--- config.mk ---
export PLATFORM = sky130hd
export DESIGN_NAME = rice_core_bus_arbiter
export DESIGN_NICKNAME = d
export VERILOG_FILES = /design/src/rtl/rice_core_bus_arbiter.sv
export SDC_FILE = /design/constraint.sdc
export NUM_CORES = 1
export LEC_CHECK = 0
export CAP_MARGIN = 20
export CORE_AREA = 10 10 102 104
export CTS_CLUSTER_SIZE = 12
export DETAILED_ROUTE_END_ITERATION = 8
export DIE_AREA = 0 0 112 114
export HOLD_SLACK_MARGIN = 0.15
export PLACE_DENSITY = 0.76
export SLEW_MARGIN = 20
export SYNTH_ARGS = -nofsm -noshare
export SYNTH_HDL_FRONTEND = slang
export SYNTH_SLANG_ARGS = --single-unit
--- constraint.sdc ---
create_clock -name i_clk -period 2.33 [get_ports i_clk]
set_input_delay 0.3495 -clock i_clk [delete_from_list [all_inputs] [get_ports i_clk]]
set_output_delay 0.3495 -clock i_clk [all_outputs]
set_load 0.005 [all_outputs]
--- src/rtl/rice_core_bus_arbiter.sv ---
// rice_core_bus_arbiter
//
// Lets the instruction-fetch port and the load/store data port share one
// memory bus. Only one requester is selected at a time. That selection is
// held from the cycle the bus first stalls it until the bus accepts it.
// Every accepted transaction records its requester ID (0 = inst, 1 = data)
// in an in-order FIFO. Each bus response goes back to the requester at the
// FIFO head.
//
// Handshake: a transfer happens on a rising i_clk edge where valid and ready
// are both high. The sender holds valid and every payload field stable until
// that edge. Ready may depend combinationally on valid.
//
// Optional feature macro: RICE_CORE_BUS_ARBITER_ROUND_ROBIN_EN
//   defined   : round-robin between the two ports. A last_grant register is
//               reset to data, so inst wins the first contested grant.
//   undefined : fixed priority. The data port wins over the instruction port.
//
// Ports:
//   i_clk, i_rst_n                    clock, asynchronous active-low reset
//   i_inst_request_valid / o_inst_request_ready / i_inst_address
//                                     fetch request channel
//   o_inst_response_valid / i_inst_response_ready / o_inst_read_data /
//   o_inst_error                      fetch response channel
//   i_data_request_valid / o_data_request_ready / i_data_address /
//   i_data_write / i_data_write_data / i_data_strobe
//                                     load/store request channel
//   o_data_response_valid / i_data_response_ready / o_data_read_data /
//   o_data_error                      load/store response channel
//   o_bus_request_valid / i_bus_request_ready / o_bus_address / o_bus_write /
//   o_bus_write_data / o_bus_strobe   shared bus request channel
//   i_bus_response_valid / o_bus_response_ready / i_bus_read_data /
//   i_bus_error                       shared bus response channel
//   o_lock_state, o_outstanding_count debug view of lock FSM and counter
module rice_core_bus_arbiter #(
  parameter int ADDRESS_WIDTH   = 32,
  parameter int DATA_WIDTH      = 32,
  parameter int MAX_OUTSTANDING = 2,
  localparam int STROBE_WIDTH   = DATA_WIDTH / 8,
  localparam int COUNT_WIDTH    = $clog2(MAX_OUTSTANDING + 1)
) (
  input  logic                     i_clk,
  input  logic                     i_rst_n,

  input  logic                     i_inst_request_valid,
  output logic                     o_inst_request_ready,
  input  logic [ADDRESS_WIDTH-1:0] i_inst_address,
  output logic                     o_inst_response_valid,
  input  logic                     i_inst_response_ready,
  output logic [DATA_WIDTH-1:0]    o_inst_read_data,
  output logic                     o_inst_error,

  input  logic                     i_data_request_valid,
  output logic                     o_data_request_ready,
  input  logic [ADDRESS_WIDTH-1:0] i_data_address,
  input  logic                     i_data_write,
  input  logic [DATA_WIDTH-1:0]    i_data_write_data,
  input  logic [STROBE_WIDTH-1:0]  i_data_strobe,
  output logic                     o_data_response_valid,
  input  logic                     i_data_response_ready,
  output logic [DATA_WIDTH-1:0]    o_data_read_data,
  output logic                     o_data_error,

  output logic                     o_bus_request_valid,
  input  logic                     i_bus_request_ready,
  output logic [ADDRESS_WIDTH-1:0] o_bus_address,
  output logic                     o_bus_write,
  output logic [DATA_WIDTH-1:0]    o_bus_write_data,
  output logic [STROBE_WIDTH-1:0]  o_bus_strobe,
  input  logic                     i_bus_response_valid,
  output logic                     o_bus_response_ready,
  input  logic [DATA_WIDTH-1:0]    i_bus_read_data,
  input  logic                     i_bus_error,

  output logic [1:0]               o_lock_state,
  output logic [COUNT_WIDTH-1:0]   o_outstanding_count
);

  localparam int PTR_WIDTH = (MAX_OUTSTANDING > 1) ? $clog2(MAX_OUTSTANDING) : 1;
  localparam logic [COUNT_WIDTH-1:0] MAX_COUNT = COUNT_WIDTH'(MAX_OUTSTANDING);
  localparam logic [PTR_WIDTH-1:0]   LAST_PTR  = PTR_WIDTH'(MAX_OUTSTANDING - 1);

  typedef enum logic [1:0] {
    UNLOCKED  = 2'd0,
    LOCK_INST = 2'd1,
    LOCK_DATA = 2'd2
  } lock_state_t;

  lock_state_t                  state_q, state_d;
  logic [COUNT_WIDTH-1:0]       count_q;
  logic [MAX_OUTSTANDING-1:0]   id_fifo_q;
  logic [PTR_WIDTH-1:0]         wr_ptr_q, rd_ptr_q;

  logic sel_inst, sel_data, sel_valid;
  logic can_issue, bus_accept;
  logic fifo_empty, head_id, pop;

`ifdef RICE_CORE_BUS_ARBITER_ROUND_ROBIN_EN
  logic last_grant_q;  // 1 = data was granted last
`endif

  function automatic logic [PTR_WIDTH-1:0] ptr_inc(input logic [PTR_WIDTH-1:0] p);
    if (p == LAST_PTR) return '0;
    return p + PTR_WIDTH'(1);
  endfunction

  // The registered count gates issue. A response popped in the same cycle
  // does not free a slot until the next cycle.
  assign can_issue = (count_q < MAX_COUNT);

  // Selection. A lock state forces its requester. A stalled requester must
  // hold valid, so the lock never points at an idle port.
  always_comb begin
    sel_inst = 1'b0;
    sel_data = 1'b0;
    case (state_q)
      LOCK_INST: sel_inst = 1'b1;
      LOCK_DATA: sel_data = 1'b1;
      default: begin
`ifdef RICE_CORE_BUS_ARBITER_ROUND_ROBIN_EN
        if (i_inst_request_valid && i_data_request_valid) begin
          if (last_grant_q) sel_inst = 1'b1;
          else              sel_data = 1'b1;
        end else begin
          sel_inst = i_inst_request_valid;
          sel_data = i_data_request_valid;
        end
`else
        if (i_data_request_valid)      sel_data = 1'b1;
        else if (i_inst_request_valid) sel_inst = 1'b1;
`endif
      end
    endcase
  end

  assign sel_valid = (sel_inst && i_inst_request_valid) ||
                     (sel_data && i_data_request_valid);

  // Request forwarding is zero-latency. The muxed fields are zero when
  // nothing is selected.
  always_comb begin
    o_bus_address    = '0;
    o_bus_write      = 1'b0;
    o_bus_write_data = '0;
    o_bus_strobe     = '0;
    if (sel_data) begin
      o_bus_address    = i_data_address;
      o_bus_write      = i_data_write;
      o_bus_write_data = i_data_write_data;
      o_bus_strobe     = i_data_strobe;
    end else if (sel_inst) begin
      o_bus_address    = i_inst_address;
    end
  end

  assign o_bus_request_valid  = sel_valid && can_issue;
  assign o_inst_request_ready = sel_inst && i_bus_request_ready && can_issue;
  assign o_data_request_ready = sel_data && i_bus_request_ready && can_issue;
  assign bus_accept           = o_bus_request_valid && i_bus_request_ready;

  // Lock FSM next state
  always_comb begin
    state_d = state_q;
    case (state_q)
      UNLOCKED: begin
        if (sel_valid && !i_bus_request_ready)
          state_d = sel_data ? LOCK_DATA : LOCK_INST;
      end
      LOCK_INST, LOCK_DATA: begin
        if (bus_accept) state_d = UNLOCKED;
      end
      default: state_d = UNLOCKED;
    endcase
  end

  // Response routing from the FIFO head. Data and error go to both ports;
  // only the head's valid is raised.
  assign fifo_empty = (count_q == '0);
  assign head_id    = id_fifo_q[rd_ptr_q];

  assign o_inst_response_valid = i_bus_response_valid && !fifo_empty && !head_id;
  assign o_data_response_valid = i_bus_response_valid && !fifo_empty &&  head_id;
  assign o_bus_response_ready  = !fifo_empty &&
                                 (head_id ? i_data_response_ready : i_inst_response_ready);
  assign o_inst_read_data      = i_bus_read_data;
  assign o_data_read_data      = i_bus_read_data;
  assign o_inst_error          = i_bus_error;
  assign o_data_error          = i_bus_error;
  assign pop                   = i_bus_response_valid && o_bus_response_ready;

  always_ff @(posedge i_clk or negedge i_rst_n) begin
    if (!i_rst_n) begin
      state_q   <= UNLOCKED;
      count_q   <= '0;
      id_fifo_q <= '0;
      wr_ptr_q  <= '0;
      rd_ptr_q  <= '0;
    end else begin
      state_q <= state_d;
      if (bus_accept) begin
        id_fifo_q[wr_ptr_q] <= sel_data;
        wr_ptr_q            <= ptr_inc(wr_ptr_q);
      end
      if (pop) rd_ptr_q <= ptr_inc(rd_ptr_q);
      case ({bus_accept, pop})
        2'b10:   count_q <= count_q + COUNT_WIDTH'(1);
        2'b01:   count_q <= count_q - COUNT_WIDTH'(1);
        default: count_q <= count_q;
      endcase
    end
  end

`ifdef RICE_CORE_BUS_ARBITER_ROUND_ROBIN_EN
  always_ff @(posedge i_clk or negedge i_rst_n) begin
    if (!i_rst_n)        last_grant_q <= 1'b1;
    else if (bus_accept) last_grant_q <= sel_data;
  end
`endif

  assign o_lock_state        = state_q;
  assign o_outstanding_count = count_q;

endmodule

==> results.md <==
* WHS at 0.408 ns
* Flop pwr share at 8.6%
* PnR Total Power at 3170 µW
* Yosys reg bits at 8
* Min Tclk post-route at 2.26 ns
* Count of input and output buffers at 187
* Routed wire length per instance at 19.3 µm
* Rows at 34
* Cells after synthesis at 199
* DRC at 0
* Antenna Violating Nets Remaining at 0
* Largest net degree at the start of global routing at 38
* Share of cells above drive strength 1 at 21.3%
* CTS Buffer Depth at 2
* Max stage delay on crit path at 0.36 ns
* Origin of the worst setup path: o_lock_state[1]
* Power Density at 985 nW/µm²
* Reg clk slew, reported paths at 0.04 ns
* I/O Pins at 287
* R2R Setup Slk at 0.10 ns
* CTS root buffer: clkbuf_8
* Slowest cell on crit path: dfrtp_1
* HP Class: input port to asynchronous set/reset pin
* Chip height at 114 µm
* CP endpoint kind: output pin
* Status: finished, final reports clean
* Diode count at 0
* Post-synth EDFFs at 0
* GRT Total Usage at 11.8%
* Storage cell area at 200 µm²
* Grt ovf at 0
* Skew final at 0.00120 ns
* RSZ-0062 raised after global routing: yes
* Multi-input gate area at 887 µm²
* Initial antenna violation count at 0
* Syn Nets at 345
* Die area at 12,800 µm²
* CP cell instances: inv_2, ha_4, mux2_4, buf_12, and2_1, dlygate4sd2_1
* Critical path peak fanout at 37
* Final period util at 96.9%
* Fillcell total at 894
* Setup TNS at 0 ns
* Yosys warning count at 0
* Starting density of the core at 19.2%
* CTS tree: built
* P&R area growth vs syn at 97.6%
* Design Area, Final at 3210 µm²
* Setup crit end: o_bus_write_data[18]
* Vias in the first global route at 2,033
* H-tree levels at 1
* Final Util at 38.0%
* Die W at 112 µm
* Combinational power share at 86.3%
* DP Area at 3190 µm²
* Most used DFF post-synth: dfrtp_1
* DP HPWL at 6960 µm
* Sequential fraction of the synthesis area at 12.3%
* Clock power share at 5.2%
* VDD IR max at 568 µV
* FFs w/ async S/R, synth at 100%
* Switching part of the total at 38.9%
* Static Leak at 0.00151 µW
* Total CTS buffers at 3
* Critical Path RT at 1.98 ns
* Fmax at 443 MHz
* Max-slew headroom at 73.6%
* Worst reg2reg endpoint: o_outstanding_count[1]
* Clock sinks at 8
* GPL Wtd Cong at 0.819
* Psw at 1230 µW
* Reg2Reg Launch Point: o_lock_state[1]
* First-pass GRT wire length at 12,400 µm
* Avg Inst Size Synth at 8.17 µm²
* # nets final at 481
* Via/cell ratio at 4.19
* Drt pass-1 iters at 4
* Post-Route WL at 8510 µm
* Int Pwr at 1940 µW
* # setup viols final at 0
* Synth cell types at 30
* Max-cap viol count at 0
* Worst Setup Start Kind: flop
* Mapped Area at 1630 µm²
* Slew @ Worst Pin at 0.391 ns
* Worst reg2reg path depth at 11
* Final hold vios at 0
* Via count at 1,849
* Worst path arrival time at 1.91 ns
* DRT iter0 DRCs at 106
* Worst-Skew Late Latency at 0.22 ns
* Setup Crit Path Kind: flop to output pin
* Pins Over Slew Limit at 0
* Core area at 8470 µm²
-- layout make-up --
| class | instances | area share (%) |
|---|---|---|
| timing repair buffer | 208 | 60.5 |
| sequential | 8 | 6.23 |
| clock buffer | 3 | 1.28 |
| tap | 108 | 4.20 |
| multi-input combinational | 112 | 27.6 |
| inverter | 2 | 0.234 |
-- critical path: cells and delay by family, from the launching register on --
family | cells | cell delay (ns)
buffers and inverters | 3 | 0.51
DFF | 1 | 0.36
muxes | 1 | 0.34
adders and majority gates | 1 | 0.29
and+or+nand+nor | 1 | 0.18
-- synth_stat cells, drive strengths merged, types with 2 or more instances --
library cell | n | area (µm²)
a22o | 32 | 280
and2 | 37 | 231
buf | 74 | 567
clkbuf | 3 | 11.3
dfrtp | 8 | 200
ha | 4 | 50.1
inv | 2 | 7.51
mux2 | 3 | 37.5
mux2i | 4 | 40.0
nand2 | 3 | 11.3
nand2b | 3 | 18.8
nor2 | 8 | 32.5
o21ai | 3 | 18.8
xnor2 | 3 | 26.3
xor2 | 2 | 17.5
-- power by group through the flow --
stage	Clock (µW)	Sequential (µW)	Combinational, µW
floorplan	0	271	1300
global placement	0	268	2760
detailed placement	0	271	2790
CTS	168	273	2800
global route	175	282	2980
finish	164	271	2730
-- cell usage in the layout, fill, tap and decap left out, types with 2 or more instances in the layout --
cell and n:
a22o_1 32, and2_1 37, buf_12 4, buf_16 2
buf_2 8, buf_4 12, clkbuf_2 24, clkbuf_8 3
clkdlybuf4s50_1 116, dfrtp_1 8, dlygate4sd2_1 38, ha_1 2
inv_2 2, mux2_2 2, mux2i_1 3, nand2_2 2
nand2b_1 3, nor2_1 6, nor2_2 2, o21ai_0 2
xnor2_1 3, xor2_1 2
-- metrics by stage --
| step | setup slack (ns) | std cells |
|---|---|---|
| finish | 0.0725 | 441 |
| global route | -0.00972 | 441 |
| CTS | -0.0113 | 440 |
| detailed placement | -0.0576 | 430 |
| global placement | -0.0627 | 430 |
| floorplan | 0.365 | 199 |
-- routing by layer --
| layer | wire length [µm] | vias up | global-route usage, % |
|---|---|---|---|
| li1 | - | 880 | - |
| met1 | 3040 | 824 | 12.2 |
| met2 | 4450 | 124 | 21.6 |
| met3 | 824 | 21 | 4.93 |
| met4 | 191 | 0 | 3.13 |
| met5 | 0 | - | 0 |
-- how the worst min path moves through the flow --
stage	cells after the start	endpoint	slack, ns
after global placement	1	wr_ptr_q	0.48
after floorplan	0	id_fifo_q[0]	0.05
final	1	o_outstanding_count[1]	0.41
after detailed placement	1	rd_ptr_q	0.49
after CTS	1	o_outstanding_count[1]	0.41
after global routing	1	o_outstanding_count[1]	0.43
-- cell families (layout without fill, tap and decap cells) --
family / after synthesis / count (layout) / synth area share, %
buffers and inverters: 79 / 213 / 36.0
AND/OR/NAND/NOR: 55 / 55 / 19.6
AO/OA/AOI/OAI: 41 / 41 / 21.5
flip-flops: 8 / 8 / 12.3
multiplexers: 7 / 7 / 4.77
XOR/XNOR: 5 / 5 / 2.69
adder cells (fa/ha/maj): 4 / 4 / 3.08
-- state kept, by name, summed over array words and instances, names as in the netlist --
name	flops
o_outstanding_count	2
id_fifo_q	2
o_lock_state	2
rd_ptr_q	1
wr_ptr_q	1
-- repair_timing --
item,4_1_cts,5_1_grt
hold buffers,0,0
pin swaps,6,5
setup endpoints to repair,71,35
gates resized for setup,127,32
setup buffers,5,1
gates cloned,2,1
Power figures use the tool's default switching activity.
==> edit 1: new RTL, same flow settings <==
The option `RICE_CORE_BUS_ARBITER_ROUND_ROBIN_EN` is turned on by a define.
--- a/src/rtl/rice_core_bus_arbiter.sv
+++ b/src/rtl/rice_core_bus_arbiter.sv
@@ -32,6 +32,8 @@
 //   i_bus_response_valid / o_bus_response_ready / i_bus_read_data /
 //   i_bus_error                       shared bus response channel
 //   o_lock_state, o_outstanding_count debug view of lock FSM and counter
+`define RICE_CORE_BUS_ARBITER_ROUND_ROBIN_EN
+
 module rice_core_bus_arbiter #(
   parameter int ADDRESS_WIDTH   = 32,
   parameter int DATA_WIDTH      = 32,
Check against the original RTL: not equivalent (a bounded check fails within 4 cycles, from zero or initial values and one cycle with i_rst_n low).
==> edit 1 against the original RTL <==
Final area grew 8.6%; synthesized cell count grew 3.5%; sequential cell count grew 1; clock skew grew 0.98 ps; routed wire length grew 9.2%; sequential power grew 14%; area after synthesis grew 9.0%; setup slack lost 72 ps; non-clock buffer count grew 11; critical endpoint is now o_bus_write_data[9]; power grew 24%; count of clock-buffer cells in the layout grew 1; critical path type unchanged.
==> edit 1: results (changes against the original RTL) <==
Setup path
  – Reg2Reg Depth: 12 (+1)
  – Worst-path fanout max: 20 (-46%)
  – CP max stage delay: 380 ps (+20 ps)
  – Flop2flop setup slack: 170 ps (+70 ps)

Placement
  – Dpl cells: 437 (+1.6%)
  – DP Area: 0.00331 mm2 (+3.9%)
  – Routability-driven placement congestion ratio: 0.892 (+8.9%)
  – DPL Wire Length: 7300 um (+4.8%)

Pwr
  – Sw Share: 37.3% (-1.6 points)
  – Seq pwr: 308 uW (+14%)
  – Leak: 1.63 nW (+7.6%)
  – PwrDens: 1120 mW/mm2 (+14%)
  – VDD IR max: 0.607 mV (+6.9%)

Global route
  – Met3 usage: 5.04% (+0.10 points)
  – Vias in the first global route: 2008 (-1.2%)
  – Total GRT Usage: 12.1% (+0.28 points)
  – Met1 Track Usage GR: 13.2% (+0.97 points)
  – Met2 Use GR: 21.9% (+0.35 points)

Timing
  – Tcrit/Tclk final: 100% (+3.1 points)
  – WHS: 422 ps (+13.7 ps)

Final layout
  – Filler cells: 843 (-5.7%)
  – Clk cell area share: 1.29% (+0.0062 points)
  – Sequential fraction of total cell area: 6.49% (+0.26 points)
  – Proportion of layout cells with a drive suffix above 1: 35.5% (+14 points)
  – Fraction of area in multi-input gates: 28.1% (+0.55 points)
  – Clkbuf count: 4 (+1)
  – Signal buf overhead: 59.9% (-0.57 points)
  – Inverters, non-clock: 3 (+1)
  – Register area: 226 um2 (+13%)
  – Bufs w/o clock: 219 (+5.3%)

Synthesis
  – Seq cells post-synth: 9 (+1)
  – Distinct cells, synth: 35 (+17%)
  – Ranking of synthesized cells by area: buf_4, a22o_2, and2_1
  – Register area share after synthesis: 12.8% (+0.47 points)

Drt
  – Starting DRC count in detailed routing: 77 (-27%)
  – Met2 WL post-DR: 4780 um (+7.3%)
  – WL met3: 908 um (+10%)
  – WL met1: 3540 um (+16%)
  – Detailed-route vias per instance: 4.32 (+2.9%)

Outcome
  – Status: completed
edit 1: changes by cell type in the layout (fill, tap and decap cells not counted), moves of 3 or more:
cell             before  now
dlygate4sd2_1        38    5
a22o_1               32    2
a22o_2                0   29
clkdlybuf4s15_1       0   21
clkbuf_2             24   40
buf_2                 8    0
buf_4                12   19
dlymetal6s2s_1        1    6
buf_12                4    7
edit 1: repair_timing:
item,in CTS,in global routing
setup buffers,8,8
endpoints found under the setup margin,72,37
resized for setup,72,120
pin swaps,3,3
gates cloned,3,3
edit 1: logic make-up (layout without fill, tap and decap cells):
family	after synthesis	in the layout	share of synthesized area, %
adders and majority gates	4	4	2.82
buffers and inverters	80	226	34.5
DFF	9	9	12.8
and+or+nand+nor	60	60	20.5
muxes	5	5	3.46
AOI/OAI and AO/OA	43	43	23.5
xor gates and xnor gates	5	5	2.47
==> edit 2: new RTL, config.mk and constraints unchanged <==
Without the edit above. Register the outputs `o_inst_error` and `o_data_error`, with the module's reset; this adds one clock of latency there. The other outputs are not delayed to match.
--- a/src/rtl/rice_core_bus_arbiter.sv
+++ b/src/rtl/rice_core_bus_arbiter.sv
@@ -184,8 +184,15 @@
                                  (head_id ? i_data_response_ready : i_inst_response_ready);
   assign o_inst_read_data      = i_bus_read_data;
   assign o_data_read_data      = i_bus_read_data;
-  assign o_inst_error          = i_bus_error;
-  assign o_data_error          = i_bus_error;
+  always_ff @(posedge i_clk or negedge i_rst_n) begin
+    if (!i_rst_n) begin
+      o_inst_error <= '0;
+      o_data_error <= '0;
+    end else begin
+      o_inst_error <= i_bus_error;
+      o_data_error <= i_bus_error;
+    end
+  end
   assign pop                   = i_bus_response_valid && o_bus_response_ready;
 
   always_ff @(posedge i_clk or negedge i_rst_n) begin
Formal check against the unedited RTL: not equivalent (a bounded check fails within 4 cycles, from zero or initial values and one cycle with i_rst_n low).
==> edit 2 against the original RTL <==
Global-route usage down 0.077 points; setup slack got worse by 9.9 ps; sequential cell count is 1 higher; area after synthesis is 1.1% higher; power is 1.2% higher; final area increased by 0.86%; routed wire length grew 0.34%; largest cell class unchanged.
==> edit 2: results (changes against the original RTL) <==
Synthesis
  – Avg Cell Area, Syn: 8.26 um2 (+1.1%)
  – Synth cell count leaders: buf_4, and2_1, a22o_1
  – Synth top area share: 29.7% (-0.78 points)
  – Commonest register cell after synthesis: dfrtp_1
  – Asr flop ratio synth: 100% (unchanged)
  – Ranking of synthesized cells by area: buf_4, a22o_1, and2_1
  – Register area share after synthesis: 13.7% (+1.4 points)

Global route
  – Total GRT Usage: 11.7% (-0.077 points)
  – Met1 Track Usage GR: 12.4% (+0.21 points)
  – Vias in the first global route: 1957 (-3.7%)
  – Met3 usage: 4.83% (-0.10 points)
  – Met2 Use GR: 21.2% (-0.35 points)
  – Largest net degree at the start of global routing: 40 (+5.3%)
  – First-pass GRT wire length: 12300 um (-1.1%)
  – Antenna violations before repair: 0 (unchanged)

Setup path
  – Worst-path fanout max: 18 (-51%)
  – Worst EP arrival: around 1900 ps
  – CP max stage delay: 400 ps (+40 ps)
  – Flop2flop setup slack: 210 ps (+110 ps)
  – Cell family with most CP delay: buffers and inverters
  – R2r endpoint: o_outstanding_count[1]
  – Worst reg2reg startpoint: o_lock_state[0]
  – Reg2Reg Depth: 10 (-1)
  – Slowest CP cell: mux2_4

Timing
  – Final Skew: 1.30 ps (+0.102 ps)
  – Slew HR: 70.6% (-3.0 points)
  – Fmax: 441 MHz (-0.44%)
  – WHS: 430 ps (+22.6 ps)

Drt
  – Pre-Repair DR Iteration Count: 4 (unchanged)
  – WL met3: 831 um (+0.85%)
  – WL met1: 3080 um (+1.1%)
  – Starting DRC count in detailed routing: 50 (-53%)
  – Vias: 1864 (+0.81%)
  – Met2 WL post-DR: 4470 um (+0.36%)
  – DRT Wirelength: 8540 um (+0.34%)
  – DR top layer: met4

Placement
  – # port buffers: 190 (+1.6%)
  – DPL Wire Length: 7100 um (+1.9%)
  – DP Area: 0.00322 mm2 (+1.0%)
  – Place WS: -46.0 ps (+11.6 ps)
  – Dpl cells: 431 (+0.23%)
  – Routability-driven placement congestion ratio: 0.911 (+11%)

Pwr
  – Internal: 1.97 mW (+1.6%)
  – VDD IR max: 0.625 mV (+10%)
  – Leak: 1.40 nW (-7.7%)

Clocking
  – CTS root buf: clkbuf_8
  – Worst skew pair latency: approximately 230 ps
  – H-tree levels: 1 (unchanged)
  – Reg clk slew, reported paths: 40 ps (about the same)
  – Hold Buf Count CTS: 0 (unchanged)

Final layout
  – Nets: 480 (-0.21%)
  – Proportion of layout cells with a drive suffix above 1: 19.2% (-2.1 points)
  – Non-filler cells, final: 441 (unchanged)

Outcome
  – Status: completed

Worst hold path
  – Hold Path Class: input port to async pin
-- edit 2: cell count changes in the layout (fill, tap and decap cells not counted), moves of 2 or more --
cell | before | now
clkdlybuf4s15_1 | 0 | 36
nand2_1 | 1 | 3
buf_2 | 8 | 0
buf_4 | 12 | 9
nand2_2 | 2 | 0
clkbuf_16 | 1 | 3
clkbuf_2 | 24 | 33
clkdlybuf4s50_1 | 116 | 121
dlygate4sd2_1 | 38 | 0
-- edit 2: cells by family after synthesis --
logic type,Yosys count,share of synthesized area [%]
xor+xnor,5,2.66
mux,7,4.72
fa+ha+maj,4,3.04
compound gates,41,21.3
simple gates,55,19.4
buf+inv,78,35.2
flops,9,13.7
-- edit 2: power groups by stage --
stage,logic (mW),clock network (mW),registers [mW]
detailed placement,2.77,0,0.293
global route,2.98,0.197,0.303
global placement,2.74,0,0.290
finish,2.73,0.180,0.293
CTS,2.59,0.186,0.293
floorplan,1.29,0,0.290
-- edit 2: what timing repair did --
action                     in CTS  in global routing
setup endpoints to repair      71                 57
pin swaps                       0                  2
gates cloned                    1                  3
buffers inserted                0                  2
resized for setup              85                 93
-- edit 2: cell type report --
cell class	count	area, um2
sequential	9	225
tap	108	135
multi-input combinational	112	862
fill	848	5220
clock buffer	4	45.0
inverter	2	7.51
timing repair buffer	206	1970
-- edit 2: how the worst max path moves through the flow --
stage / end / cells after the start / start
global route: o_bus_write_data[16] / 6 / o_lock_state[0]
floorplan: o_outstanding_count[1] / 9 / o_lock_state[0]
CTS: o_bus_address[19] / 6 / o_lock_state[0]
detailed placement: o_bus_address[27] / 6 / o_lock_state[0]
global placement: o_bus_address[27] / 6 / o_lock_state[0]
finish: o_bus_write_data[12] / 6 / o_lock_state[0]
